==> config.mk <==
export PLATFORM = sky130hd
export DESIGN_NAME = dig_tx
export DESIGN_NICKNAME = d
export VERILOG_FILES = /design/src/rtl/dig_tx.sv
export SDC_FILE = /design/constraint.sdc
export NUM_CORES = 1
export LEC_CHECK = 0
export ABC_AREA = 1
export BUFFER_PORTS_ARGS = -buffer_cell sky130_fd_sc_hd__buf_4
export CORE_UTILIZATION = 54
export DETAILED_ROUTE_END_ITERATION = 7
export GPL_ROUTABILITY_DRIVEN = 0
export HOLD_SLACK_MARGIN = 0.05
export PLACE_DENSITY_LB_ADDON = 0.1
export SYNTH_ARGS = -nofsm -noshare
export SYNTH_HDL_FRONTEND = slang
export SYNTH_SLANG_ARGS = --single-unit
==> constraint.sdc <==
create_clock -name clk -period 2.6 [get_ports clk]
set_input_delay 0.13 -clock clk [delete_from_list [all_inputs] [get_ports clk]]
set_output_delay 0.13 -clock clk [all_outputs]
set_load 0.005 [all_outputs]
==> src/rtl/dig_tx.sv <==
// Serialises four packed BCD digits (thousands first) over a valid/ready link,
// optionally skipping leading zeros, with a one-cycle DONE state after the units digit.
module dig_tx #(
    parameter int LZ_SUPPRESS = 1
) (
    input  logic        clk,
    input  logic        rst_tx,
    input  logic        load,
    input  logic [15:0] value,
    input  logic        ready,
    output logic [3:0]  digit,
    output logic [1:0]  pos,
    output logic        valid,
    output logic        busy,
    output logic        done,
    output logic        err
);

    typedef enum logic [1:0] {
        IDLE = 2'd0,
        SEND = 2'd1,
        DONE = 2'd2
    } state_t;

    state_t      state_q, state_d;
    logic [15:0] val_q, val_d;
    logic [1:0]  pos_q, pos_d;
    logic        err_q, err_d;

    function automatic logic bcd_ok(input logic [15:0] v);
        return (v[15:12] <= 4'd9) && (v[11:8] <= 4'd9) &&
               (v[7:4]   <= 4'd9) && (v[3:0]  <= 4'd9);
    endfunction

    // Highest nonzero digit position; an all-zero value still sends the units digit.
    function automatic logic [1:0] first_pos(input logic [15:0] v);
        if (v[15:12] != 4'd0)     return 2'd3;
        else if (v[11:8] != 4'd0) return 2'd2;
        else if (v[7:4] != 4'd0)  return 2'd1;
        else                      return 2'd0;
    endfunction

    always_comb begin
        state_d = state_q;
        val_d   = val_q;
        pos_d   = pos_q;
        err_d   = 1'b0;
        case (state_q)
            IDLE: begin
                if (load) begin
                    val_d = value;
                    if (bcd_ok(value)) begin
                        state_d = SEND;
                        pos_d   = (LZ_SUPPRESS != 0) ? first_pos(value) : 2'd3;
                    end else begin
                        err_d = 1'b1;
                    end
                end
            end
            SEND: begin
                if (ready) begin
                    if (pos_q == 2'd0) state_d = DONE;
                    else               pos_d   = pos_q - 2'd1;
                end
            end
            DONE:    state_d = IDLE;
            default: state_d = IDLE;
        endcase
    end

    always_ff @(posedge clk) begin
        if (rst_tx) begin
            state_q <= IDLE;
            val_q   <= 16'd0;
            pos_q   <= 2'd0;
            err_q   <= 1'b0;
        end else begin
            state_q <= state_d;
            val_q   <= val_d;
            pos_q   <= pos_d;
            err_q   <= err_d;
        end
    end

    assign valid = (state_q == SEND);
    assign busy  = (state_q != IDLE);
    assign done  = (state_q == DONE);
    assign err   = err_q;
    assign pos   = valid ? pos_q : 2'd0;
    assign digit = valid ? val_q[{pos_q, 2'b00} +: 4] : 4'd0;

endmodule

==> impl_metrics.json, run 1 <==
{
  "syn_to_final_growth_pct": 22.9,
  "cts_sinks": 21,
  "crit_path_start_kind": "register",
  "ys_ff_latch": 21,
  "cts_setup_buffers": 0,
  "crit_type": "reg2reg",
  "clk_path_buf_depth": 2,
  "synth_cell_types": 25,
  "rsz0062_at_grt": "false",
  "synth.avg_cell_area_um2": 6.73,
  "grt_overflow": 0,
  "synthArstFlopShare": 0,
  "path_cells": "inv_1, ha_1, or2_4, nand2_4, nand3_4, nand2_1, nand2_1, nor2_1",
  "rows": 15,
  "netlist_area_um2": 1070,
  "synth_fp_nets": 180,
  "hp-class": "in2reg",
  "antenna_found_initial": 0,
  "synth_cells": 159,
  "core-area_um2": 1780,
  "finalSetupTns_ps": 0,
  "nets": 209,
  "wl_um": 2520,
  "hpwl_um": 1910,
  "slew_viol_final": 0,
  "ant_nets": 0,
  "first_iter_violations": 15,
  "crit_required_ps": 2870,
  "h-tree-depth": 1,
  "fin_crit_sh": 0.647,
  "p_leak_uw": 0.000623,
  "clkTransAtPathRegs_ps": 130,
  "insertion_delay_ps": 320,
  "ir_drop_mv": 0.376,
  "yosys_warnings": 0,
  "crit_fanout": 11,
  "seq_area_frac_synth": 0.393,
  "tightest_slew_ps": 488,
  "slowest_delay_ps": 500,
  "grt_max_degree": 23,
  "max_cap_violations": 0,
  "finalSetupViolCount": 0,
  "dieArea_um2": 2160,
  "first_global_vias": 950,
  "drc": 0,
  "power_density_nw_per_um2": 565,
  "fin_crit_ps": 1680,
  "slew_headroom": 0.675,
  "synth-edff-count": 0,
  "synth_ff_type": "dfxtp_1",
  "ctsResizeCount": 0,
  "avgRoutedWirePerCell_um": 11.9,
  "worst_path_max_delay_cell": "dfxtp_1",
  "io_pins": 30,
  "crit_path_end_kind": "register",
  "cp.arrival_ps": 1950,
  "grt_pass1_wl_um": 3910,
  "via_per_inst": 5.05,
  "path_common_cell": "nand2_1",
  "die_w_um": 46.5,
  "via_count": 1070,
  "drtPass1Iterations": 4,
  "initial_core_util": 0.600,
  "postCtsHoldBufs": 1,
  "cts_tree": "built",
  "yosys-top-cells-count": "nor2_1 (58), o21ai_0 (23), dfxtp_1 (21)",
  "final.setup_skew_ps": 12.5,
  "die_h_um": 46.5,
  "yosysMostFrequentCell": "nor2_1",
  "synth_top_area_frac": 0.393,
  "track_usage": 0.257,
  "finalHoldViolations": 0,
  "cts_root_buf": "clkbuf_4",
  "drive_gt1_frac": 0.225,
  "port_buffers": 29,
  "hold_ws_ps": 57.8,
  "cts_inserted_buffers": 3,
  "ys_top_cells_by_area": "dfxtp_1 (39%), nor2_1 (20%), o21ai_0 (11%)",
  "yosys.area.top_type": "dfxtp_1",
  "max_clock_freq_mhz": 595,
  "nFillCells": 156,
  "outcome": "finished, final reports clean",
  "n_antenna_cell": 0
}
==> per-layer routing <==
metal | track usage | vias up | wire length, um
met1 | 0.300 | 477 | 1090
met4 | 0.112 | 0 | 40
met3 | 0.0353 | 5 | 85
li1 | - | 561 | -
met2 | 0.458 | 27 | 1300
met5 | 0 | - | 0
==> flip-flops by register name, summed over array words and instances, names as in the netlist <==
register and count:
val_q 16, pos_q 2, state_q 2, err 1
==> kinds of logic (layout without fill, tap and decap cells) <==
group / Yosys count / count (layout) / share of synthesized area
AO/OA/AOI/OAI: 36 / 36 / 0.174
adder cells (fa/ha/maj): 1 / 1 / 0.0117
buffers and inverters: 20 / 48 / 0.0877
flip-flops: 21 / 21 / 0.393
AND/OR/NAND/NOR: 81 / 81 / 0.333
==> through the flow <==
step	power, uW	util	area [um2]	worst slack, ps	instances
after floorplan	520	-	1070	1100	159
after global placement	573	0.716	1280	1050	207
after detailed placement	583	0.716	1280	976	207
after CTS	742	0.738	1320	947	212
after global routing	790	0.738	1320	789	212
final	742	0.738	1320	919	212
==> final timing paths <==
| path | slack [ps] | start | cells past startpoint | end |
|---|---|---|---|---|
| worst max register to register | 920 | pos_q[0] | 8 | pos_q[0] |
| worst min register to register | 510 | val_q[14] | 2 | val_q[14] |
| worst max-delay path | 920 | pos_q[0] | 8 | pos_q[0] |
| worst min-delay path | 60 | value[0] | 3 | val_q[0] |
==> critical path: cells and delay by family, from the launching register on <==
family                   cells  cell delay (ps)
flip-flops                   1              500
AND/OR/NAND/NOR              6              660
adder cells (fa/ha/maj)      1              250
buffers and inverters        1              220
==> power by group <==
group          total (uW)  internal [uW]  switching [uW]
clock                 164           57.6             106
sequential            382            356            25.6
combinational         197           83.3             114
total                 742            497             246
==> final cells by class <==
class	count	area, um2	area share
flip-flops and latches	21	420	0.320
clock buffers	3	22.5	0.0171
repair buffers	30	228	0.173
multi-input cells	118	556	0.422
clock inverters	1	5.00	0.00381
well taps	25	31.3	0.0238
inverters	14	52.6	0.0400
==> cells in the final DEF, fill, tap and decap left out, types with 2 or more instances in the layout <==
cell type  count
nor2_1        58
buf_4         29
o21ai_0       23
dfxtp_1       21
inv_1         12
nand2_1       12
a21oi_1       10
clkbuf_4       3
nand2_4        2
inv_2          2
nor3_1         2
(Power assumes the default switching activity.)
==> run 2, diff against run 1 <==
--- a/config.mk
+++ b/config.mk
@@ -7,7 +7,7 @@
 export LEC_CHECK = 0
 export ABC_AREA = 1
 export BUFFER_PORTS_ARGS = -buffer_cell sky130_fd_sc_hd__buf_4
-export CORE_UTILIZATION = 54
+export CORE_UTILIZATION = 50
 export DETAILED_ROUTE_END_ITERATION = 7
 export GPL_ROUTABILITY_DRIVEN = 0
 export HOLD_SLACK_MARGIN = 0.05
==> constraint.sdc (replaced) <==
create_clock -name clk -period 1.6 [get_ports clk]
set_input_delay 0.08 -clock clk [delete_from_list [all_inputs] [get_ports clk]]
set_output_delay 0.08 -clock clk [all_outputs]
set_load 0.005 [all_outputs]
==> run 2 against run 1 <==
Cell area increased by 14%. Sequential share of layout area decreased by 3.7 points. Non-clock buffer count increased by 19. Worst setup slack got worse by 750 ps. Global-route usage increased by 1.4 points. Register-to-register slack got worse by 740 ps. Critical endpoint is now digit[1]. Largest power group unchanged.
==> impl_metrics.json, run 2 (same netlist as run 1, synthesis figures left out) <==
{
  "wl_um": 2950,
  "hp-class": "in2reg",
  "cts_tree": "built",
  "nets": 228,
  "crit_required_ps": 1520,
  "drtPass1Iterations": 4,
  "first_global_vias": 988,
  "insertion_delay_ps": 310,
  "cts_sinks": 21,
  "core-area_um2": 1980,
  "finalHoldViolations": 0,
  "grt_overflow": 0,
  "cts_inserted_buffers": 3,
  "clk_path_buf_depth": 2,
  "ant_nets": 0,
  "tightest_slew_ps": 503,
  "largest_reg_flops": 16,
  "syn_to_final_growth_pct": 40.5,
  "crit_path_end_kind": "output port",
  "max_flop_register": "val_q",
  "track_usage": 0.271,
  "grt_max_degree": 23,
  "finalSetupViolCount": 0,
  "slew_viol_final": 0,
  "clkTransAtPathRegs_ps": 130,
  "seq_area_um2": 425,
  "fin_crit_ps": 1430,
  "crit_path_start_kind": "register",
  "antenna_found_initial": 0,
  "rows": 16,
  "drive_gt1_frac": 0.233,
  "layout_commonest_cell": "nor2_1",
  "outcome": "finished, final reports clean",
  "via_per_inst": 5.12,
  "cp.arrival_ps": 1350,
  "drc": 0,
  "die_w_um": 48.3,
  "io_pins": 30,
  "fin_crit_sh": 0.895,
  "max_cap_violations": 0,
  "dieArea_um2": 2330,
  "ir_drop_mv": 0.657,
  "via_count": 1194,
  "power_density_nw_per_um2": 842,
  "n_antenna_cell": 0,
  "port_buffers": 29,
  "max_clock_freq_mhz": 698,
  "top_regs": "val_q (16), pos_q (2), state_q (2)",
  "final.setup_skew_ps": 5.76,
  "avgRoutedWirePerCell_um": 12.7,
  "cts_root_buf": "clkbuf_4",
  "multi_input_area_um2": 556,
  "die_h_um": 48.3,
  "mostFrequentLayoutCells": "nor2_1 (58), buf_4 (33), o21ai_0 (22)",
  "p_leak_uw": 0.000706,
  "rsz0062_at_grt": "false",
  "slew_headroom": 0.665,
  "first_iter_violations": 42,
  "hpwl_um": 1990,
  "finalSetupTns_ps": 0,
  "crit_type": "reg2out",
  "crit_fanout": 8,
  "grt_pass1_wl_um": 4240,
  "fin_util": 0.758,
  "initial_core_util": 0.540,
  "h-tree-depth": 1,
  "nFillCells": 167
}
==> run 2: cell types whose count changed in the layout (fill, tap and decap cells not counted), sizes merged <==
cell         before  now
dlygate4sd3       1   16
buf              29   33
==> run 2: repair_timing <==
| item | 4_1_cts | 5_1_grt |
|---|---|---|
| hold endpoints to repair | 16 | 1 |
| endpoints found under the setup margin | 0 | 2 |
| resized for setup | 0 | 4 |
| setup buffers | 0 | 0 |
| hold buffers | 15 | 1 |
==> run 2: layout make-up <==
cell class	instances	share of cell area
tap	27	0.0225
timing repair buffer	49	0.271
clock inverter	1	0.00333
inverter	14	0.0350
multi-input combinational	118	0.370
clock buffer	3	0.0150
sequential	21	0.283
==> run 2: layer usage <==
layer / GRT usage / up-vias / routed length, um
met5: 0 / - / 0
met4: 0.122 / 0 / 78
met3: 0.0444 / 9 / 131
met2: 0.456 / 42 / 1510
met1: 0.339 / 542 / 1230
li1: - / 601 / -
==> run 2: worst paths after layout <==
path / start / endpoint / slack [ps] / depth (start not counted)
max: pos_q[0] / digit[1] / 170 / 6
min: value[10] / val_q[10] / 60 / 3
max reg2reg: state_q[0] / val_q[4] / 180 / 5
min reg2reg: val_q[8] / val_q[8] / 500 / 2
==> run 2: critical path, cell delays in order, from the launching register on <==
cell and delay, ps:
dfxtp_2 350, buf_4 150, nor2_1 50, nor2_1 80, o21ai_1 90, a21oi_1 170, buf_4 130
==> run 2: power breakdown <==
group          total, uW  internal (uW)  switching (uW)
sequential           615            579            35.8
combinational        383            174             209
clock                267           93.5             173
total               1260            847             418
==> run 2: per-stage QoR <==
| stage | instance area [um2] | instances | hold slack, ps | power, uW | worst slack (ps) |
|---|---|---|---|---|---|
| 4_1_cts | 1490 | 232 | 52.1 | 1250 | 113 |
| 3_3_place_gp | 1310 | 213 | 264 | 955 | 220 |
| 3_5_place_dp | 1310 | 213 | 270 | 967 | 151 |
| 2_1_floorplan | 1070 | 159 | 152 | 844 | 103 |
| 5_1_grt | 1500 | 233 | 52.6 | 1340 | 30.4 |
| 6_report | 1500 | 233 | 57.6 | 1260 | 168 |
==> run 3, diff against run 2 <==
--- a/config.mk
+++ b/config.mk
@@ -10,7 +10,7 @@
 export CORE_UTILIZATION = 50
 export DETAILED_ROUTE_END_ITERATION = 7
 export GPL_ROUTABILITY_DRIVEN = 0
-export HOLD_SLACK_MARGIN = 0.05
+export HOLD_SLACK_MARGIN = 0.08
 export PLACE_DENSITY_LB_ADDON = 0.1
 export SYNTH_ARGS = -nofsm -noshare
 export SYNTH_HDL_FRONTEND = slang
==> run 3 against run 2 <==
Worst hold slack better by 170 ps. Combinational power about the same. Worst setup slack lost 2.7 ps. Clock-buffer cell count did not move. Sequential share of layout area decreased by 0.19 points. Clock skew shrank 1.1 ps. Register-to-register slack is essentially flat. First-iteration DRC count shrank 33%. Cell area grew 0.67%. Fmax is 0.19% lower. Clock power hardly changed. Via count increased by 1.4%.
==> impl_metrics.json, run 3 (same netlist as run 1, synthesis figures left out) <==
{
  "track_usage": 0.275,
  "power_density_nw_per_um2": 837,
  "outcome": "finished, final reports clean",
  "crit_required_ps": 1850,
  "h-tree-depth": 1,
  "port_buffers": 29,
  "dieArea_um2": 2330,
  "via_count": 1211,
  "mostFrequentLayoutCells": "nor2_1 (58), buf_4 (33), o21ai_0 (22)",
  "insertion_delay_ps": 310,
  "worst_path_max_delay_cell": "dlygate4sd3_1",
  "cts_sinks": 21,
  "clockPowerShare": 0.210,
  "slew_viol_final": 0,
  "cts_root_buf": "clkbuf_4",
  "fin_crit_sh": 0.897,
  "p_leak_uw": 0.000710,
  "p_int_uw": 848,
  "ir_drop_mv": 0.659,
  "max_flop_register": "val_q",
  "final.setup.worst_slack_ps": 165,
  "antenna_found_initial": 0,
  "hp-start": "load",
  "slew_headroom": 0.659,
  "hold_depth": 5,
  "clk_path_buf_depth": 2,
  "max_clock_freq_mhz": 697,
  "timing.rr.start": "state_q[0]",
  "nFillCells": 163,
  "layout_commonest_cell": "nor2_1",
  "final.setup_skew_ps": 4.68,
  "seq_power_share": 0.486,
  "drive_gt1_frac": 0.232,
  "grt_overflow": 0,
  "grt_max_degree": 23,
  "finalSetupTns_ps": 0,
  "largest_reg_flops": 16,
  "via_per_inst": 5.18,
  "clkTransAtPathRegs_ps": 130,
  "die_w_um": 48.3,
  "cp.arrival_ps": 1690,
  "syn_to_final_growth_pct": 41.4,
  "crit_path_end_kind": "register",
  "finalSetupViolCount": 0,
  "fin_crit_ps": 1440,
  "combPwrFrac": 0.304,
  "worst-r2r-cell-count": 5,
  "top_regs": "val_q (16), pos_q (2), state_q (2)",
  "hold_ws_ps": 223,
  "p_total_uw": 1270,
  "cts_setup_buffers": 0,
  "die_h_um": 48.3,
  "avgRoutedWirePerCell_um": 12.8,
  "rows": 16,
  "hp-class": "in2reg",
  "nets": 229,
  "path_cells": "dlygate4sd3_1, buf_4, nor2_1, nor2_1, nor2_1, nand2_1, nand2_1, nand3_4, nand2_1, nand2_1, nor2_1",
  "grt_pass1_wl_um": 4310,
  "switchingPower_uw": 418,
  "max_cap_violations": 0,
  "tightest_slew_ps": 510,
  "io_pins": 30,
  "core-area_um2": 1980,
  "ant_nets": 0,
  "rsz0062_at_grt": "false",
  "drtPass1Iterations": 4,
  "slowest_delay_ps": 540,
  "drc": 0,
  "wl_um": 2980,
  "critPathLaunch": "value[5]",
  "initial_core_util": 0.540,
  "cts_tree": "built",
  "finalHoldViolations": 0,
  "crit_type": "in2reg",
  "first_iter_violations": 28,
  "crit_path_start_kind": "input pin",
  "switching_share": 0.330,
  "n_antenna_cell": 0,
  "pre_cts_slack_ps": 151,
  "crit_fanout": 4,
  "hpwl_um": 1990,
  "first_global_vias": 998,
  "cts_inserted_buffers": 3
}
run 3: final cells by class:
cell class                 count  area [um2]  area share
tap                           27        33.8      0.0223
multi-input combinational    118         556       0.367
sequential                    21         425       0.281
clock inverter                 1        5.00     0.00331
inverter                      14        52.6      0.0347
timing repair buffer          50         418       0.276
clock buffer                   3        22.5      0.0149
run 3: per-stage QoR:
stage | util | instance area [um2] | std cells
5_1_grt | 0.763 | 1510 | 234
3_5_place_dp | 0.661 | 1310 | 213
4_1_cts | 0.761 | 1510 | 234
6_report | 0.763 | 1510 | 234
2_1_floorplan | - | 1070 | 159
3_3_place_gp | 0.661 | 1310 | 213
run 3: power groups by stage:
stage / Clock [uW] / Combinational (uW) / Sequential (uW)
global route: 293 / 431 / 620
finish: 266 / 385 / 615
global placement: 0 / 334 / 621
CTS: 266 / 377 / 613
floorplan: 0 / 231 / 613
detailed placement: 0 / 342 / 625
run 3: metal layers:
layer,vias to the layer above,track usage,part of all wire
met5,-,0,0
met4,0,0.122,0.025
met3,8,0.0444,0.044
met2,46,0.464,0.51
met1,554,0.343,0.42
li1,603,-,-
run 3: path summary, 6_finish.rpt:
| check | to | slack, ps |
|---|---|---|
| worst max-delay path | pos_q[0] | 160 |
| worst min-delay path | state_q[1] | 220 |
| worst max register to register | val_q[4] | 180 |
| worst min register to register | val_q[8] | 500 |
run 3: what timing repair did:
action	in CTS	in global routing
hold buffers	17	0
endpoints found under the hold margin	18	0
resized for setup	0	4
setup endpoints to repair	0	2
run 3: critical path, delay by kind of cell:
family / cells / cell delay, ps
and+or+nand+nor: 9 / 920
buffers and inverters: 2 / 680
